**config.mk**
```make
export PLATFORM = sky130hd
export DESIGN_NAME = seq_serializer
export DESIGN_NICKNAME = d
export VERILOG_FILES = /design/src/rtl/seq_pkg.sv /design/src/rtl/seq_hold_reg.sv /design/src/rtl/seq_serializer.sv
export SDC_FILE = /design/constraint.sdc
export NUM_CORES = 1
export LEC_CHECK = 0
export BUFFER_PORTS_ARGS = -buffer_cell sky130_fd_sc_hd__buf_4
export CORE_UTILIZATION = 58
export DETAILED_ROUTE_END_ITERATION = 8
export GPL_ROUTABILITY_DRIVEN = 0
export GPL_TIMING_DRIVEN = 0
export PLACE_DENSITY_LB_ADDON = 0.1
export SYNTH_ARGS = -nofsm -noshare
export SYNTH_HDL_FRONTEND = slang
export SYNTH_SLANG_ARGS = --single-unit
```
**constraint.sdc**
```tcl
create_clock -name clk -period 4.1 [get_ports clk]
set_input_delay 0.41 -clock clk [delete_from_list [all_inputs] [get_ports clk]]
set_output_delay 0.41 -clock clk [all_outputs]
set_load 0.1 [all_outputs]
```
**src/rtl/seq_pkg.sv**
```systemverilog
// Shared definitions for the serial sequence path: the serializer state
// encoding and the counter width that the detector-side counters reuse.
package seq_pkg;

  typedef enum logic {
    ST_IDLE  = 1'b0,
    ST_SHIFT = 1'b1
  } seq_state_e;

  localparam int SEQ_CNT_W = 16;

endpackage : seq_pkg

```
**src/rtl/seq_hold_reg.sv**
```systemverilog
// One-entry holding buffer in front of the serializer's shifter.
// A word is captured on in_valid_i & in_ready_o; pop_i releases it.
module seq_hold_reg #(
  parameter int WIDTH = 8
) (
  input  logic             clk,
  input  logic             rst,
  input  logic             in_valid_i,
  input  logic [WIDTH-1:0] in_data_i,
  output logic             in_ready_o,
  input  logic             pop_i,
  output logic             full_o,
  output logic [WIDTH-1:0] data_o
);

  logic             full_q;
  logic             full_d;
  logic             push;
  logic [WIDTH-1:0] data_q;

  // The buffer can take a word whenever it is empty.
  assign in_ready_o = ~full_q;
  assign push       = in_valid_i & in_ready_o;

  // Occupancy: a push fills the entry, a pop empties it, a push wins on a tie.
  always_comb begin
    full_d = push | (full_q & ~pop_i);
  end

  // Occupancy flag register.
  // NOTE: sequential state uses non-blocking assignments so every flop sees
  // the pre-edge values of the others, independent of block ordering.
  always_ff @(posedge clk) begin
    if (rst) begin
      full_q <= 1'b0;
    end else begin
      full_q <= full_d;
    end
  end

  // Payload register.
  // NOTE: the payload is deliberately not reset; it is only ever read while
  // full_q is set, so clearing it would cost reset routing for nothing.
  always_ff @(posedge clk) begin
    if (push) begin
      data_q <= in_data_i;
    end
  end

  assign full_o = full_q;
  assign data_o = data_q;

endmodule : seq_hold_reg

```
**src/rtl/seq_serializer.sv**
```systemverilog
// Parallel-to-serial stage feeding the sequence detector. Words arrive on a
// valid/ready handshake and leave one bit per clock; a one-word holding
// buffer lets consecutive words stream without an idle gap.
module seq_serializer
  import seq_pkg::*;
#(
  parameter int WIDTH     = 8,
  parameter bit MSB_FIRST = 1'b1,
  parameter bit IDLE_BIT  = 1'b0
) (
  input  logic                 clk,
  input  logic                 rst,
  input  logic [WIDTH-1:0]     din,
  input  logic                 din_valid,
  output logic                 din_ready,
  output logic                 data_out,
  output logic                 dout_valid,
  output logic                 last_bit,
  output logic                 busy,
  output logic [SEQ_CNT_W-1:0] word_cnt
);

  localparam int          CW       = $clog2(WIDTH);
  localparam logic [CW-1:0] LAST_IDX = CW'(WIDTH - 1);
  localparam logic [CW-1:0] PRE_LAST = CW'(WIDTH - 2);

  seq_state_e           state_q,      state_d;
  logic [CW-1:0]        bit_cnt_q,    bit_cnt_d;
  logic [WIDTH-1:0]     sh_q,         sh_d;
  logic                 data_out_q,   data_out_d;
  logic                 dout_valid_q, dout_valid_d;
  logic                 last_bit_q,   last_bit_d;
  logic [SEQ_CNT_W-1:0] word_cnt_q,   word_cnt_d;

  logic             hold_full;
  logic [WIDTH-1:0] hold_data;
  logic             load_slot;
  logic             transfer;
  logic             do_load;
  logic [WIDTH-1:0] load_word;

  // Bit that leaves the wire first for a given word.
  function automatic logic first_of(input logic [WIDTH-1:0] w);
    return MSB_FIRST ? w[WIDTH-1] : w[0];
  endfunction

  // Word with its first-out bit consumed, so first_of() yields the next one.
  function automatic logic [WIDTH-1:0] advance(input logic [WIDTH-1:0] w);
    return MSB_FIRST ? {w[WIDTH-2:0], 1'b0} : {1'b0, w[WIDTH-1:1]};
  endfunction

  // The shifter can accept a new word when empty or on its final bit.
  assign load_slot = (state_q == ST_IDLE) || (bit_cnt_q == LAST_IDX);
  assign transfer  = din_valid & din_ready & ~rst;
  assign do_load   = load_slot & (hold_full | transfer);
  assign load_word = hold_full ? hold_data : din;

  seq_hold_reg #(
    .WIDTH (WIDTH)
  ) u_hold (
    .clk        (clk),
    .rst        (rst),
    // A word arriving on a free load slot bypasses the buffer.
    .in_valid_i (din_valid & ~rst & ~(load_slot & ~hold_full)),
    .in_data_i  (din),
    .in_ready_o (din_ready),
    .pop_i      (load_slot & hold_full),
    .full_o     (hold_full),
    .data_o     (hold_data)
  );

  // Next-state, shifter and output-register logic.
  // NOTE: every signal written here gets a default first so no path leaves
  // it unassigned, which would otherwise infer a latch.
  always_comb begin
    state_d      = state_q;
    bit_cnt_d    = bit_cnt_q;
    sh_d         = sh_q;
    data_out_d   = data_out_q;
    dout_valid_d = dout_valid_q;
    last_bit_d   = last_bit_q;
    word_cnt_d   = word_cnt_q + SEQ_CNT_W'(last_bit_q);

    if (load_slot) begin
      bit_cnt_d = '0;
      if (do_load) begin
        state_d      = ST_SHIFT;
        data_out_d   = first_of(load_word);
        sh_d         = advance(load_word);
        dout_valid_d = 1'b1;
        last_bit_d   = 1'b0;
      end else begin
        state_d      = ST_IDLE;
        data_out_d   = IDLE_BIT;
        dout_valid_d = 1'b0;
        last_bit_d   = 1'b0;
      end
    end else begin
      bit_cnt_d  = bit_cnt_q + 1'b1;
      data_out_d = first_of(sh_q);
      sh_d       = advance(sh_q);
      last_bit_d = (bit_cnt_q == PRE_LAST);
    end
  end

  // State, counters and registered serial outputs.
  always_ff @(posedge clk) begin
    if (rst) begin
      state_q      <= ST_IDLE;
      bit_cnt_q    <= '0;
      data_out_q   <= IDLE_BIT;
      dout_valid_q <= 1'b0;
      last_bit_q   <= 1'b0;
      word_cnt_q   <= '0;
    end else begin
      state_q      <= state_d;
      bit_cnt_q    <= bit_cnt_d;
      data_out_q   <= data_out_d;
      dout_valid_q <= dout_valid_d;
      last_bit_q   <= last_bit_d;
      word_cnt_q   <= word_cnt_d;
    end
  end

  // Shift register carries payload only; its content is ignored in IDLE.
  always_ff @(posedge clk) begin
    sh_q <= sh_d;
  end

  assign data_out   = data_out_q;
  assign dout_valid = dout_valid_q;
  assign last_bit   = last_bit_q;
  assign word_cnt   = word_cnt_q;
  assign busy       = (state_q == ST_SHIFT) | hold_full;

endmodule : seq_serializer

```
==> run metrics <==
sw power ~170 uW; Clk Latency, worst-skew pair approximately 0.35 ns; max_cap viols 0; die width approximately 55 microns; Max H-tree Level 2; fin util 0.765; Post-synth top flop dfxtp_1; min Tclk post-route 1.92 ns; first-pass GRT wire length 5240 microns; Cell Rows 18; Initial Utilization 0.639; GRT busiest layer met2; Pleak a little under 0.8 nW; core box area 0.00257 sq mm; GRT Total Usage 0.223; pre-CTS worst setup slack between 2 and 2.5 ns; via count approximately 1200; Slew Limit Fails 0; IO buf count 31; endpoints failing hold 0; worst min path class in -> reg; setup_tns 0 ns; 1st-pass router iterations 4; GRT overflow 0; syn avg cell area between 10 and 15 sq um; Cell variety after synth 31; Routed WL per cell 14.5 microns; CP Max Fanout 8; CTS Buf Count 5; status finished clean; hold slack 0.236 ns; CTS tree built; number of global-route vias before repair about 1200; final worst-path cycle share 0.468; TritonCTS Sinks 38; Rel. slew slack 0.707; synth warn 0; Syn-to-layout area delta 19.6%; Final Power around 670 uW; Yosys top cell by area dfxtp_1; unrepaired setup endpoints after global routing no; peak supply drop around 0.38 mV; Least-Margin Pin Slew around 0.44 ns; clock power share 0.278; combinational power share 0.100; Syn Nets ~160; final net count 202; Async SR Flop Fraction 0; final wirelength about 3100 microns; Multi-input gate area about 680 sq um; Int Power approximately 500 uW; post-CTS resize count 0; number of I/O pins 32; register area ~900 sq um; largest net degree at the start of global routing 13; Reg power frac 0.622; Post-synth EDFFs 15; hold buffers post-CTS 0; n_diodes 0; CP arrival between 1.5 and 2 ns; most common cell in the netlist dfxtp_1; critical path class reg -> reg; clock slew at reported path FFs approximately 0.12 ns; post-synth top area share 0.280; Synth top cells by count dfxtp_1, edfxtp_1, nor2_1; routed vias/inst approximately 5.6; met1 GRT Util 0.293; number of fill cells roughly 180; largest cells by area after synthesis dfxtp_1, edfxtp_1, mux2i_1; setup skew after layout ~0.014 ns; sw frac 0.258; final worst slack between 2 and 2.5 ns; clk buf depth 2; met3 Usage GRT 0.0562; met2 capacity usage during global routing 0.336; Die H between 50 and 60 microns; dpl hpwl about 2300 microns; Setup Buffers After CTS 0; Antenna Nets Post-Route 0; die area around 0.0030 sq mm; Critical Path Start Type register; DRC violations left 0; PwrDens 340 mW/mm^2; final setup fails 0; fmax about 520 MHz; Critical Path RT 4.10 ns; Synth Register Bits 38; share of cells above drive strength 1 0.267; CP Capture Type register; sequential element share of the synthesized area 0.555; cell count after synthesis between 100 and 150; Synth Cell Area ~0.0016 sq mm; First DRT Iteration DRCs 62; CTS root buf clkbuf_4; antenna violations before repair 0
routing by layer:
metal  vias to the layer above  routed length [microns]
met3                         8                      128
met1                       569                     1480
li1                        610                        -
met4                         0                       60
met2                        27                     1480
met5                         -                        0
final cells by class:
class	instances	area share
plain buffers	6	0.0198
clock buffers	6	0.0210
clock inverters	2	0.00510
inverters	4	0.00765
multi-input cells	100	0.345
flip-flops and latches	38	0.464
well taps	30	0.0191
repair buffers	31	0.119
final timing paths:
kind | from | to | slack, ns | cells past startpoint
max | bit_cnt_q[0] | u_hold.data_o[6] | 2.18 | 5
min | din[4] | u_hold.data_o[4] | 0.24 | 1
max reg2reg | bit_cnt_q[0] | u_hold.data_o[6] | 2.18 | 5
min reg2reg | bit_cnt_q[0] | bit_cnt_q[0] | 0.47 | 1
power by group through the flow:
stage / clock network [mW] / logic (mW) / registers, mW
after detailed placement: 0 / 0.0671 / 0.423
final: 0.186 / 0.0666 / 0.414
after global placement: 0 / 0.0646 / 0.422
after CTS: 0.190 / 0.0671 / 0.414
after floorplan: 0 / 0.0349 / 0.432
after global routing: 0.205 / 0.0717 / 0.416
worst max-delay path, cell delays in order (launching register included):
cell	delay [ns]
dfxtp_1	0.35
ha_1	0.22
ha_1	0.20
nand2b_1	0.21
nor2_1	0.16
and3_1	0.46
placed cells by master (no fill, tap or decap):
master / n
clkinv_2: 2
buf_2: 1
edfxtp_1: 15
ha_1: 5
o211a_1: 1
or3_1: 2
nand2_1: 11
or2_2: 1
buf_4: 31
xor2_1: 2
nand2b_1: 3
nor2_1: 13
or4_1: 4
and3_1: 2
nand3_1: 5
o31ai_1: 4
buf_6: 2
nor2b_1: 7
mux2_1: 3
o21ai_0: 9
mux2_2: 1
mux2i_1: 8
clkbuf_1: 4
xnor2_1: 1
and2_1: 1
nand4_2: 1
a21oi_1: 8
inv_1: 4
nor4_2: 4
clkbuf_4: 5
nand4_1: 2
nand3_2: 1
or3_2: 1
dfxtp_1: 23
cell families after synthesis:
family                     synth area share
AOI/OAI and AO/OA                    0.0762
xor gates and xnor gates             0.0160
adders and majority gates            0.0381
buffers and inverters                0.0328
DFF                                   0.555
muxes                                0.0762
and+or+nand+nor                       0.206
registers in the layout, summed over array words and instances, names as in the netlist:
name           count
word_cnt          16
u_hold.data_o      8
last_bit           1
bit_cnt_q          3
sh_q               7
u_hold.full_o      1
dout_valid         1
data_out           1
metrics by stage:
stage / area [sq um] / cells
2_1_floorplan: 1640 / 148
3_3_place_gp: 1910 / 209
3_5_place_dp: 1910 / 209
4_1_cts: 1960 / 217
5_1_grt: 1960 / 217
6_report: 1960 / 217
(Power assumes the default switching activity.)
